$ cat src/rtl/nbbpu_data_memory.sv
// nbbpu_data_memory: data-memory responder for the NBBPU controller.
// Accepts one read/write per handshake in IDLE, holds it for WAIT_STATES
// cycles, performs the RAM access, then pulses done for one cycle.
// Optional feature macro: NBBPU_DATA_MEMORY_ADDR_CHECK_EN
//   defined   -> RAM is DEPTH words; addresses >= DEPTH flag error,
//                writes are suppressed and reads return 0.
//   undefined -> RAM is 2^ADDR_WIDTH words; error is tied 0.
module nbbpu_data_memory #(
  parameter int ADDR_WIDTH  = 8,
  parameter int DATA_WIDTH  = 16,
  parameter int WAIT_STATES = 2,
  parameter int DEPTH       = 200
) (
  input  logic                  clock,
  input  logic                  reset,
  input  logic                  read_enable,
  input  logic                  write_enable,
  input  logic [ADDR_WIDTH-1:0] address,
  input  logic [DATA_WIDTH-1:0] write_data,
  output logic [DATA_WIDTH-1:0] read_data,
  output logic                  ready,
  output logic                  done,
  output logic                  error
);

  typedef enum logic [1:0] {
    S_IDLE = 2'd0,
    S_WAIT = 2'd1,
    S_DONE = 2'd2
  } state_t;

  // Acceptance always enters WAIT, so with zero wait states the access
  // still lands one edge after acceptance (counter starts at 0).
  localparam logic [3:0] CNT_INIT = (WAIT_STATES > 0) ? 4'(WAIT_STATES - 1) : 4'd0;

`ifdef NBBPU_DATA_MEMORY_ADDR_CHECK_EN
  localparam int RAM_WORDS = DEPTH;
`else
  localparam int RAM_WORDS = 1 << ADDR_WIDTH;
`endif

  state_t                  r_state;
  state_t                  w_next_state;
  logic [3:0]              r_cnt;
  logic [3:0]              w_next_cnt;
  logic [ADDR_WIDTH-1:0]   r_addr;
  logic [DATA_WIDTH-1:0]   r_wdata;
  logic                    r_is_wr;
  logic [DATA_WIDTH-1:0]   r_rdata;
  logic                    w_accept;
  logic                    w_access;
  logic                    w_in_range;

  logic [DATA_WIDTH-1:0]   r_mem [0:RAM_WORDS-1];

  assign w_accept = (r_state == S_IDLE) && (read_enable || write_enable);
  assign w_access = (r_state == S_WAIT) && (r_cnt == 4'd0);

`ifdef NBBPU_DATA_MEMORY_ADDR_CHECK_EN
  logic r_err;

  assign w_in_range = (32'(r_addr) < 32'(DEPTH));

  // Out-of-range flag captured on the access edge, shown only during DONE
  always_ff @(posedge clock or negedge reset) begin
    if (!reset)        r_err <= 1'b0;
    else if (w_access) r_err <= !w_in_range;
  end

  assign error = (r_state == S_DONE) && r_err;
`else
  assign w_in_range = 1'b1;
  assign error      = 1'b0;
`endif

  // State and wait counter register
  always_ff @(posedge clock or negedge reset) begin
    if (!reset) begin
      r_state <= S_IDLE;
      r_cnt   <= 4'd0;
    end else begin
      r_state <= w_next_state;
      r_cnt   <= w_next_cnt;
    end
  end

  // Next-state logic: IDLE -> WAIT on request, WAIT counts down, DONE lasts one cycle
  always_comb begin
    w_next_state = r_state;
    w_next_cnt   = r_cnt;
    case (r_state)
      S_IDLE: begin
        if (w_accept) begin
          w_next_state = S_WAIT;
          w_next_cnt   = CNT_INIT;
        end
      end
      S_WAIT: begin
        if (r_cnt == 4'd0) w_next_state = S_DONE;
        else               w_next_cnt   = r_cnt - 4'd1;
      end
      S_DONE:  w_next_state = S_IDLE;
      default: w_next_state = S_IDLE;
    endcase
  end

  // Request capture at acceptance; write wins over a simultaneous read
  always_ff @(posedge clock or negedge reset) begin
    if (!reset) begin
      r_addr  <= '0;
      r_wdata <= '0;
      r_is_wr <= 1'b0;
    end else if (w_accept) begin
      r_addr  <= address;
      r_wdata <= write_data;
      r_is_wr <= write_enable;
    end
  end

  // RAM write on the access edge; contents are deliberately not reset
  always_ff @(posedge clock) begin
    if (w_access && r_is_wr && w_in_range) r_mem[r_addr] <= r_wdata;
  end

  // Read data register: only a completed read changes it
  always_ff @(posedge clock or negedge reset) begin
    if (!reset) begin
      r_rdata <= '0;
    end else if (w_access && !r_is_wr) begin
      r_rdata <= w_in_range ? r_mem[r_addr] : '0;
    end
  end

  assign read_data = r_rdata;
  assign ready     = (r_state == S_IDLE);
  assign done      = (r_state == S_DONE);

endmodule
$ cat config.mk
export PLATFORM = sky130hd
export DESIGN_NAME = nbbpu_data_memory
export DESIGN_NICKNAME = d
export VERILOG_FILES = /design/src/rtl/nbbpu_data_memory.sv
export SDC_FILE = /design/constraint.sdc
export NUM_CORES = 2
export LEC_CHECK = 0
export CAP_MARGIN = 25
export CORE_AREA = 2 2 589 825
export CTS_CLUSTER_SIZE = 14
export DETAILED_ROUTE_END_ITERATION = 8
export DIE_AREA = 0 0 591 827
export PLACE_DENSITY = 0.52
export SETUP_SLACK_MARGIN = 0.02
export SYNTH_ARGS = -nofsm -noshare
export SYNTH_HDL_FRONTEND = slang
export SYNTH_SLANG_ARGS = --single-unit
$ cat constraint.sdc
create_clock -name clock -period 8.7 [get_ports clock]
set_input_delay 0.87 -clock clock [delete_from_list [all_inputs] [get_ports clock]]
set_output_delay 0.87 -clock clock [all_outputs]
set_load 0.005 [all_outputs]
== After elaboration in Yosys (flattened, before gate mapping) ==
Memories as Yosys holds them, arrays and structs flattened. A register that Yosys moved wholly into a read port is not among the register bits.
Cells that the tools add are included.

* Register bits after elaboration: 31
* Bits in latches: 0
* Memory bits (writable): 4096
* ROM bits: 0
* Input port bits: 28
* Output and inout port bits: 19
* Logic and storage cells: 32
* Memories kept: 1

* Add/subtract/negate cells: 1
* Multiply operators: 0
* Divide/modulo/power cells: 0
* Order comparisons: 0
* Equality and inequality tests: 5
* Shift-type cells: 0
* Mux-type cells: 8
* Bitwise gates (word level): 0
* Reduce and logical (&&, ||, !) cells: 12

{| class="wikitable"
|+ Memories
! name !! words !! width !! rd ports !! clocked after Yosys merged registers in !! wr ports !! RTL line !! source
|-
| r_mem || 256 || 16 || 1 || 1 || 1 || 54 || <nowiki>logic [DATA_WIDTH-1:0] r_mem [0:RAM_WORDS-1];</nowiki>
|}

{| class="wikitable"
|+ Operators with widths
! kind !! count
|-
| $mux W4 || 2
|-
| $pmux W4 S2 || 1
|-
| $logic_and A1 B1 Y1 || 4
|-
| $logic_not A4 Y1 || 1
|-
| $mux W2 || 2
|-
| $ne A2 B1 Y1 const B || 2
|-
| $pmux W2 S2 || 1
|-
| $sub A4 B1 Y4 const B || 1
|-
| $reduce_and A3 Y1 || 1
|-
| $eq A2 B1 Y1 const B || 1
|-
| $eq A2 B2 Y1 const B || 1
|-
| $logic_not A1 Y1 || 2
|-
| $logic_not A2 Y1 || 1
|-
| $mux W1 || 2
|-
| $ne A2 B2 Y1 const B || 1
|-
| $reduce_and A2 Y1 || 1
|-
| $reduce_bool A2 Y1 || 1
|-
| $logic_or A1 B1 Y1 || 1
|}

== Longest topological paths before layout ==
* Depth in word-level cells: 5
* Mapped depth: 13
* Depth with buffers taken out: 8

== Worst setup path after synthesis ==
Ideal clock, no wire load.

* Path type: reg-to-reg
* Start: register r_wdata[0]
* End: memory r_mem[0][0], data pin
* Library setup time: 0.804 ns
* Data arrival time: 3.183 ns
* Data required time: 7.896 ns
* Path slack: 4.713 ns
* Cell stages (with the launch flop): 1
* Buffers on the path: 0
* Period minus slack after synthesis: 3.987 ns
* Cell sequence: dfrtp_1

{| class="wikitable"
|+ RTL lines
! element !! RTL line !! source
|-
| start: declaration || 47 || <nowiki>logic [DATA_WIDTH-1:0] r_wdata;</nowiki>
|-
| start signal: assignment || 115 || <nowiki>r_wdata <= write_data;</nowiki>
|-
| end: declaration || 54 ||
|}

Straight into the memory's write port.

==> impl_results.md <==
- Status: complete, but fails checks
- Failing checks: max-slew violations
- Simple logic cell fraction of the synthesized area: 0.01524
- Clk_lat worst skew: ~0.96 ns
- Mapped Cells: 7000
- Async S/R FF share, synth: 0.01134
- Max-slew violations: 52
- Most common cell in the netlist: edfxtp_1
- RSZ-0062 raised after global routing: false
- Post-Synthesis Mean Instance Area: around 23 um^2
- Fmax: around 0.18 GHz
- Internal Pwr Total: 40.07 mW
- Clock share of power: 0.276
- First-pass GRT wire length: 629100 um
- Top FF cell, synth: edfxtp_1
- Vias in the first global route: between 70000 and 80000
- Die Wd: between 500 and 600 um
- Die area: between 0.4 and 0.5 mm^2
- I/O pin count: 47
- Synth unique cells: 56
- R2R Path End: read_data[4]
- Routability cong.: 0.8337
- Die H: 827 um
- Fin crit period: ~5.5 ns
- Setup TNS: 0 ns
- Worst-margin pin slew: roughly 1.6 ns
- Setup ws final: between 3 and 4 ns
- Flop pwr share: 0.437
- HP Class: primary input to async pin
- Compound-gate portion of the synthesized area: 0.02641
- Clock root buffer: clkbuf_16
- Largest net degree at the start of global routing: approximately 190
- Routed wire per std cell: roughly 32 um
- Row count: 302
- Pre-CTS setup slack: roughly 3.0 ns
- Grt ovf: 0
- PwrDens: 329.8 mW/mm^2
- # clock sinks: about 4100
- Top cells by count, synth: edfxtp_1 (4096), mux4_2 (1025), nor2_1 (301)
- Vias: 75710
- Worst rel slew slack: -0.08679
- Final Hold Fails: 0
- Mux cell area share after synthesis: 0.1609
- Layout cell share with drive strength beyond 1: 0.2778
- Largest area contributor in the netlist: edfxtp_1
- Final Non-Filler Cells: ~14000
- Critical Path AT: ~6.4 ns
- Fill count: approximately 43000
- Routed Antenna Nets: 0
- Peak supply drop: around 0.44 mV
- Worst setup SP type: flip-flop
- Synthesized cell area: ~0.16 mm^2
- Largest family of logic cells by synthesized area: multiplexers
- I/O Buffers: 45
- Max Buffers Root-to-Sink: 4
- # DRC: 0
- CP Capture Type: flip-flop
- Nets: roughly 7500
- Dpl hpwl: 271500 um
- CTS tree: yes
- Initial Utilization: 0.3288
- TritonCTS Buffers: between 300 and 400
- GRT Total Usage: 0.1823
- Leakage power: between 50 and 60 nW
- Yosys reg bits: 4143
- Area contributors post-synth: edfxtp_1 (78%), mux4_2 (15%), mux2i_1 (1.0%)
- Iter 0 DRT Violations: about 8500
- CP Class: flip-flop to flip-flop
- Area of the core: approximately 0.48 mm^2
- Reg2reg setup slack: around 3.2 ns
- CP Max Fanout: 58
- Post-synth top area share: 0.7765
- Post-synth EDFFs: roughly 4100
- Worst Reg-to-Reg Cells: 10
- Via-to-Cell Ratio: ~5.4
- Final WL: between 400000 and 500000 um
- Max cap viols: 0
- Register area share after synthesis: 0.7839
- Post-CTS setup buffers: 0
- Final period utilization: 0.6338
- Clock transition at the registers of the reported paths: roughly 0.060 ns
- Post-CTS sizing: 0
- Comb pwr share: 0.287
- Adder-Cell Fraction of Synth Area: 0.0001580
- H-tree depth: 5
- WP data required: around 9.5 ns
- Final setup vio count: 0
- Initial antenna violation count: 22
- Cell count after placement: between 10000 and 15000
- Reg2reg start: r_addr[0]
- Switching Share: 0.3288
- CTS Hold Bufs: 0
- Setup Skew: slightly below 0.08 ns
- Yosys warns: 0
- Area Overhead vs Synth: 14.26%
- XOR/XNOR share of the synthesized area: 0.0001106
- Switching power total: 19.62 mW
- DRT Pass-1 Iters: 7
- Syn Nets: approximately 7000
==> worst max path at each step <==
stage	to	from	depth (start not counted)	slack (ns)
after floorplan	r_mem[0][0]	r_wdata[0]	0	4.71
after global placement	read_data[0]	r_addr[0]	9	2.90
after detailed placement	read_data[4]	r_addr[0]	10	3.01
after CTS	read_data[4]	r_addr[0]	10	3.00
after global routing	read_data[4]	r_addr[0]	10	2.89
final	read_data[4]	r_addr[0]	10	3.19
==> power groups by stage <==
| stage | Clock [mW] | Combinational, mW | Sequential (mW) |
|---|---|---|---|
| floorplan | 0 | 9.17 | 27.3 |
| finish | 16.5 | 17.2 | 26.1 |
| CTS | 16.8 | 17.3 | 26.1 |
| global placement | 0 | 17.0 | 26.5 |
| detailed placement | 0 | 17.3 | 26.5 |
| global route | 17.5 | 18.0 | 26.1 |
==> cell families after synthesis <==
| logic type | count (synthesis) |
|---|---|
| compound gates | 599 |
| xor+xnor | 2 |
| fa+ha+maj | 2 |
| buf+inv | 418 |
| flops | 4143 |
| mux | 1257 |
| other cells | 1 |
| simple gates | 578 |
==> critical path: stages (launching register included) <==
cell and delay (ns):
dfrtp_4 1.04, buf_4 0.63, buf_12 0.46, mux4_2 0.58, a22o_1 0.24, a221oi_1 0.41, o22ai_1 0.30, a211oi_1 0.83
nor4_2 0.29, buf_4 0.22, o32a_1 0.33
==> cell usage in the layout (no fill, tap or decap), types with 55 or more instances in the layout <==
master and n:
edfxtp_1 4096, mux2i_1 162, o21ai_0 87, mux4_2 1025, nand2_1 144, a22oi_1 118, clkbuf_16 392, o22ai_1 67
nor2_1 264, clkinv_2 55, buf_4 399, clkbuf_1 85, a21oi_1 88, clkinv_1 89, mux2_2 70
==> layer usage <==
layer / GRT usage / wire length (um) / share of wire / vias to the layer above
li1: - / - / - / 30660
met5: 0 / 0 / 0 / -
met2: 0.3229 / 235400 / 0.52 / 2719
met1: 0.2272 / 173600 / 0.38 / 41750
met4: 0.07056 / 19010 / 0.042 / 0
met3: 0.02208 / 25300 / 0.056 / 584
==> registers in the layout (all words and copies together), names as in the netlist <==
signal     cells
r_mem       4096
r_wdata       16
read_data     16
r_addr         8
r_cnt          4
r_state        2
r_is_wr        1
==> final cells by class <==
type / count / area, um^2 / share of cell area
Inverter: 6 / 22.52 / 0.0001244
Clock inverter: 197 / 1739 / 0.009609
Antenna cell: 12 / 30.03 / 0.0001659
Multi-Input combinational cell: 2439 / 32460 / 0.1793
Timing Repair Buffer: 489 / 4323 / 0.02388
Sequential cell: 4143 / 124300 / 0.6865
Tap cell: 6384 / 7988 / 0.04413
Clock buffer: 481 / 10180 / 0.05626
==> metrics by stage <==
stage	util	cell area [um^2]	hold slack, ns	power, mW
2_1_floorplan	-	158400	0.4878	36.46
3_3_place_gp	0.3499	168600	0.5075	43.53
3_5_place_dp	0.3505	168900	0.5328	43.84
4_1_cts	0.3753	180800	0.02202	60.25
5_1_grt	0.3756	181000	0.07801	61.53
6_report	0.3757	181000	0.05688	59.69
Power figures use the tool's default switching activity.
